**src/rtl/cpu_types_pkg.sv**
```systemverilog
// Shared CPU datapath types and default register-file geometry.
package cpu_types_pkg;

  localparam int unsigned DEF_DATA_W = 32;
  localparam int unsigned DEF_NREGS  = 32;
  localparam int unsigned DEF_NRD    = 2;
  localparam int unsigned DEF_NWR    = 2;

  typedef logic [DEF_DATA_W-1:0] word_t;
  typedef logic [DEF_NREGS-1:0]  regbits_t;

endpackage

```
**src/rtl/pipe_register_file_if.sv**
```systemverilog
// Register-file bundle: read ports, write ports and issue/flush controls.
interface pipe_register_file_if
  import cpu_types_pkg::*;
#(
  parameter int unsigned DATA_W = DEF_DATA_W,
  parameter int unsigned NREGS  = DEF_NREGS,
  parameter int unsigned NRD    = DEF_NRD,
  parameter int unsigned NWR    = DEF_NWR
);
  localparam int unsigned SEL_W = $clog2(NREGS);

  logic [NRD-1:0][SEL_W-1:0]  rsel;
  logic [NRD-1:0][DATA_W-1:0] rdat;
  logic [NRD-1:0]             rbusy;
  logic [NWR-1:0]             WEN;
  logic [NWR-1:0][SEL_W-1:0]  wsel;
  logic [NWR-1:0][DATA_W-1:0] wdat;
  logic                       issue_en;
  logic [SEL_W-1:0]           issue_sel;
  logic                       flush;

  modport master (
    output rsel, WEN, wsel, wdat, issue_en, issue_sel, flush,
    input  rdat, rbusy
  );

  modport slave (
    input  rsel, WEN, wsel, wdat, issue_en, issue_sel, flush,
    output rdat, rbusy
  );
endinterface

```
**src/rtl/reg_scoreboard.sv**
```systemverilog
// Pending-write scoreboard: one bit per register, set on issue, cleared on writeback or flush.
module reg_scoreboard
  import cpu_types_pkg::*;
#(
  parameter int unsigned NREGS = DEF_NREGS,
  parameter int unsigned NRD   = DEF_NRD,
  localparam int unsigned SEL_W = $clog2(NREGS)
) (
  input  logic                     CLK,
  input  logic                     nRST,
  input  logic                     issue_en_i,
  input  logic [SEL_W-1:0]         issue_sel_i,
  input  logic                     flush_i,
  input  logic [NREGS-1:0]         wb_mask_i,
  input  logic [NRD-1:0][SEL_W-1:0] qsel_i,
  output logic [NRD-1:0]           qbusy_c_o
);

  logic [NREGS-1:0] pend_q;
  logic [NREGS-1:0] pend_d;

  // Issue is newer than a same-cycle writeback; flush overrides both.
  always_comb begin
    pend_d = pend_q & ~wb_mask_i;
    if (issue_en_i) begin
      pend_d[issue_sel_i] = 1'b1;
    end
    if (flush_i) begin
      pend_d = '0;
    end
    pend_d[0] = 1'b0;
  end

  always_ff @(posedge CLK or negedge nRST) begin
    if (!nRST) begin
      pend_q <= '0;
    end else begin
      pend_q <= pend_d;
    end
  end

  // A writeback in flight this cycle hides the pending mark.
  for (genvar k = 0; k < NRD; k++) begin : g_q
    assign qbusy_c_o[k] = pend_q[qsel_i[k]] & ~wb_mask_i[qsel_i[k]];
  end

endmodule

```
**src/rtl/pipe_register_file.sv**
```systemverilog
// Multi-port register file with write-through bypass and pending-write scoreboard.
module pipe_register_file
  import cpu_types_pkg::*;
#(
  parameter int unsigned DATA_W = DEF_DATA_W,
  parameter int unsigned NREGS  = DEF_NREGS,
  parameter int unsigned NRD    = DEF_NRD,
  parameter int unsigned NWR    = DEF_NWR
) (
  input  logic CLK,
  input  logic nRST,
  pipe_register_file_if.slave rf
);
  localparam int unsigned SEL_W = $clog2(NREGS);

  logic [DATA_W-1:0] regs_q [NREGS];
  logic [DATA_W-1:0] regs_d [NREGS];
  logic [NREGS-1:0]  wr_mask_c;
  logic [NRD-1:0]    busy_c;

  // Write decode; later ports override earlier ones, r0 is never written.
  always_comb begin
    regs_d    = regs_q;
    wr_mask_c = '0;
    for (int unsigned r = 1; r < NREGS; r++) begin
      for (int unsigned i = 0; i < NWR; i++) begin
        if (rf.WEN[i] && (rf.wsel[i] == SEL_W'(r))) begin
          regs_d[r]    = rf.wdat[i];
          wr_mask_c[r] = 1'b1;
        end
      end
    end
    regs_d[0] = '0;
  end

  always_ff @(posedge CLK or negedge nRST) begin
    if (!nRST) begin
      for (int unsigned r = 0; r < NREGS; r++) begin
        regs_q[r] <= '0;
      end
    end else begin
      regs_q <= regs_d;
    end
  end

  reg_scoreboard #(
    .NREGS (NREGS),
    .NRD   (NRD)
  ) u_sb (
    .CLK         (CLK),
    .nRST        (nRST),
    .issue_en_i  (rf.issue_en),
    .issue_sel_i (rf.issue_sel),
    .flush_i     (rf.flush),
    .wb_mask_i   (wr_mask_c),
    .qsel_i      (rf.rsel),
    .qbusy_c_o   (busy_c)
  );

  // Per-port read with bypass; reset forces zero so in-flight writes never leak out.
  for (genvar k = 0; k < NRD; k++) begin : g_rd
    logic [DATA_W-1:0] rd_c;

    always_comb begin
      rd_c = regs_q[rf.rsel[k]];
      for (int unsigned i = 0; i < NWR; i++) begin
        if (rf.WEN[i] && (rf.wsel[i] == rf.rsel[k]) && (rf.rsel[k] != '0)) begin
          rd_c = rf.wdat[i];
        end
      end
      if (!nRST) begin
        rd_c = '0;
      end
    end

    assign rf.rdat[k]  = rd_c;
    assign rf.rbusy[k] = busy_c[k];
  end

endmodule

```
**src/flat_wrapper.sv**
```systemverilog
// flat-port wrapper written by rule: the top's interface ports become plain ports
module pipe_register_file_flat import cpu_types_pkg::*;
#(
  parameter int unsigned DATA_W = DEF_DATA_W,
  parameter int unsigned NREGS  = DEF_NREGS,
  parameter int unsigned NRD    = DEF_NRD,
  parameter int unsigned NWR    = DEF_NWR
)
  (CLK, nRST, rf_rsel, rf_WEN, rf_wsel, rf_wdat, rf_issue_en, rf_issue_sel, rf_flush, rf_rdat, rf_rbusy);
  pipe_register_file_if #(.DATA_W(DATA_W), .NREGS(NREGS), .NRD(NRD), .NWR(NWR)) rf_i ();
  input  logic CLK;
  input  logic nRST;
  input wire logic [$bits(rf_i.rsel)-1:0] rf_rsel;
  input wire logic [$bits(rf_i.WEN)-1:0] rf_WEN;
  input wire logic [$bits(rf_i.wsel)-1:0] rf_wsel;
  input wire logic [$bits(rf_i.wdat)-1:0] rf_wdat;
  input wire logic [$bits(rf_i.issue_en)-1:0] rf_issue_en;
  input wire logic [$bits(rf_i.issue_sel)-1:0] rf_issue_sel;
  input wire logic [$bits(rf_i.flush)-1:0] rf_flush;
  output wire logic [$bits(rf_i.rdat)-1:0] rf_rdat;
  output wire logic [$bits(rf_i.rbusy)-1:0] rf_rbusy;
  assign rf_i.rsel = rf_rsel;
  assign rf_i.WEN = rf_WEN;
  assign rf_i.wsel = rf_wsel;
  assign rf_i.wdat = rf_wdat;
  assign rf_i.issue_en = rf_issue_en;
  assign rf_i.issue_sel = rf_issue_sel;
  assign rf_i.flush = rf_flush;
  assign rf_rdat = rf_i.rdat;
  assign rf_rbusy = rf_i.rbusy;
  pipe_register_file #(.DATA_W(DATA_W), .NREGS(NREGS), .NRD(NRD), .NWR(NWR)) u_core (.CLK(CLK), .nRST(nRST), .rf(rf_i));
endmodule
```
**config.mk**
```make
export PLATFORM = sky130hd
export DESIGN_NAME = pipe_register_file_flat
export DESIGN_NICKNAME = d
export VERILOG_FILES = /design/src/rtl/cpu_types_pkg.sv /design/src/rtl/pipe_register_file_if.sv /design/src/rtl/reg_scoreboard.sv /design/src/rtl/pipe_register_file.sv /design/src/flat_wrapper.sv
export SDC_FILE = /design/constraint.sdc
export NUM_CORES = 2
export LEC_CHECK = 0
export CORE_MARGIN = 1
export CORE_UTILIZATION = 40
export CTS_CLUSTER_DIAMETER = 80
export DETAILED_ROUTE_END_ITERATION = 8
export GPL_TIMING_DRIVEN = 1
export PLACE_DENSITY = 0.6
export SYNTH_ARGS = -nofsm -noshare
export SYNTH_HDL_FRONTEND = slang
export SYNTH_SLANG_ARGS = --single-unit
```
**constraint.sdc**
```tcl
create_clock -name CLK -period 2 [get_ports CLK]
set_input_delay 0.2 -clock CLK [delete_from_list [all_inputs] [get_ports CLK]]
set_output_delay 0.2 -clock CLK [all_outputs]
set_load 0.01 [all_outputs]
```
==> out/qor.yml <==
status:
  outcome: "finished, violations left"
  violations: "negative hold slack, negative setup slack"
timing:
  finalHoldViolCount: 14
  worst-slew-pin-transition_ps: 981
  fin_tns_setup_ps: -68520
  hold-worst-slack_ps: -33.8
  max_freq_mhz: 318
  maxSlewHeadroom: 0.346
  final_max_slew_viol_count: 0
  fin_crit_ps: 3140
  setup_viol: 103
  setup_slack_ps: -1140
  skew_ps: 0
  finalCritPeriodShare: 1.57
  rsz0062_at_grt: "true"
setup_path:
  cp-end-kind: "primary output"
  r2r_slack_ps: 910
  start_kind: "flip-flop"
  path_cells: "mux4_2 -> mux4_2 -> mux2i_1 -> nor2_1 -> o221a_1 -> buf_2"
  cpPeakStageDelay_ps: 600
  required_ps: 1800
  critical_path_class: "reg -> out"
  cp_max_fo: 2
  crit_buf_inv: 1
  reg2reg_to: "u_core.regs_q[44]"
  cp.arrival_ps: 2940
  cp_common_cell: "mux4_2"
  crit_slowest_cell: "mux4_2"
  r2r-start: "u_core.regs_q[44]"
  ff2ff_path_depth: 5
  cp_top_family: "multiplexers"
  path_depth: 6
floorplan:
  pin_count: 161
  die_h_um: 409
  fp-row-count: 149
  initial_core_util: 0.403
  core_mm2: 0.165
  die_w_um: 409
  die_area_mm2: 0.168
global_routing:
  grt_pass1_vias: 58600
  grt_pass1_wl_um: 424000
  gr-total-overflow: 0
  track_usage: 0.349
  grt_max_degree: 110
  antenna_found_initial: 4
power:
  irDropWorstVdd_mv: 0.745
  p_per_area_mw_per_mm2: 902
  p_leak_nw: 39.1
clocking:
  cts_buffer_depth: 3
  clk_pin_slew_ps: 60
  clk_latency_ps: 770
  root_buffer: "clkbuf_16"
  cts_tree: "done"
  cts.sinks: 1023
  numCtsBuffers: 117
  htree_levels: 3
layout:
  drive_gt1_frac: 0.345
  multi_input_area_mm2: 0.0390
  regArea_mm2: 0.0256
  fillers: 14300
  finish.net_count: 7300
  syn_to_final_growth_pct: 30.9
  layoutNonFillerInstCount: 9490
synthesis:
  yosysUniqueCellTypes: 69
  avgSynthCellArea_um2: 10.4
  synth_nets: 6446
  synth-seq-cells: 1023
  synthTopCellsByArea: "dfrtp_1 39%, mux4_2 19%, mux2i_1 15%"
  yosys_warnings: 0
  synthTopCellsByCount: "1023 x dfrtp_1, 1007 x mux2i_1, 678 x nor2_1"
  yosys.area.top_type: "dfrtp_1"
  async_reset_ff_frac: 1.00
  synth.top_cell.area_share: 0.386
  yosysMostFrequentCell: "dfrtp_1"
  seq_area_frac_synth: 0.386
  netlist_area_mm2: 0.0664
  syn_inst: 6351
  synth-edff-count: 0
  synth_ff_type: "dfrtp_1"
detailed_routing:
  num_vias: 60100
  drtIter0Drc: 7899
  ant_nets: 0
  drt-pass1-iter-count: 9
  drc_errors: 0
  wirelength_um: 298000
  routedWlPerCell_um: 31.4
  viasPerCell: 6.33
worst_hold_path:
  hold_class: "in -> async"
job:
  cap_violations: 0
place:
  gp_congestion: 0.949
  placed_cells: 9195
  io_buffers: 160
  hpwl_um: 197000
## worst register-to-register path, cell delays in order (launching register included)
cell	delay, ps
dfrtp_1	400
buf_6	130
buf_4	120
buf_4	120
mux2i_1	120
a21oi_1	90
## logic make-up (layout without fill, tap and decap cells)
logic type / after synthesis / in the layout / synth area share
flops: 1023 / 1023 / 0.386
buf+inv: 817 / 1766 / 0.0524
mux: 1634 / 1634 / 0.352
other cells: 0 / 1 / 0
xor+xnor: 17 / 17 / 0.00224
compound gates: 1430 / 1430 / 0.121
simple gates: 1430 / 1430 / 0.0869
## flip-flops by register name, indices dropped and copies added, names as in the netlist
name / count
u_core.regs_q: 992
u_core.u_sb.pend_q: 31
## timing repair
action / CTS / global route
buffers inserted: 63 / 24
endpoints found under the hold margin: 628 / 23
resized for setup: 509 / 78
endpoints found under the setup margin: 156 / 249
hold buffers: 4 / 2
pin swaps: 99 / 57
## worst max path at each step
stage	from	end	slack, ps
global route	u_core.regs_q[802]	rf_rdat[2]	-1170
global placement	rf_wsel[3]	rf_rdat[50]	-1650
CTS	u_core.regs_q[802]	rf_rdat[2]	-1140
floorplan	rf_rsel[0]	rf_rdat[29]	-160
detailed placement	rf_wsel[8]	rf_rdat[26]	-1620
finish	u_core.regs_q[770]	rf_rdat[2]	-1140
## layout by cell type, fill, tap and decap left out, types with 18 or more instances in the layout
cell                n
mux2i_1           990
clkbuf_1           28
o21ai_0           507
clkbuf_16         117
clkbuf_8           34
buf_12            278
a21oi_1           589
buf_2              59
dfrtp_1          1023
buf_6              90
buf_4            1012
a32oi_1            22
nor2_4             30
a31oi_1            18
mux4_2            552
nand2_1           582
a22o_1             45
o21ai_2            26
clkdlybuf4s50_1    72
mux2_2             67
o22ai_1            23
nor2_1            647
inv_1              21
nand2_4            35
## layer usage
| layer | vias up | track usage | part of all wire |
|---|---|---|---|
| met5 | - | 0 | 0 |
| li1 | 25000 | - | - |
| met3 | 981 | 0.0956 | 0.12 |
| met2 | 4142 | 0.513 | 0.43 |
| met4 | 0 | 0.211 | 0.072 |
| met1 | 30000 | 0.457 | 0.38 |
## cell type report
type	count	area share
well taps	2189	0.0315
clock buffers	179	0.0403
clock inverters	35	0.00586
repair buffers	1530	0.177
inverters	22	0.000965
flip-flops and latches	1023	0.295
multi-input cells	4511	0.449
diodes	1	0.0000288
## where the power goes
part | internal (mW) | total (mW) | switching, mW
logic | 14.7 | 25.4 | 10.6
registers | 26.1 | 30.0 | 3.96
clock network | 13.2 | 22.9 | 9.74
## through the flow
step | setup slack (ps) | area, um^2 | utilization | hold WS [ps] | total power [mW]
finish | -1140 | 86900 | 0.527 | -33.8 | 78.3
global route | -1170 | 86900 | 0.527 | 29.0 | 81.2
CTS | -1140 | 86300 | 0.524 | 92.0 | 77.4
detailed placement | -1620 | 81100 | 0.492 | 90.8 | 53.7
global placement | -1650 | 81100 | 0.492 | 90.2 | 52.9
floorplan | -163 | 67000 | - | -95.6 | 43.0
No activity file was read; power rests on OpenSTA's default activity.
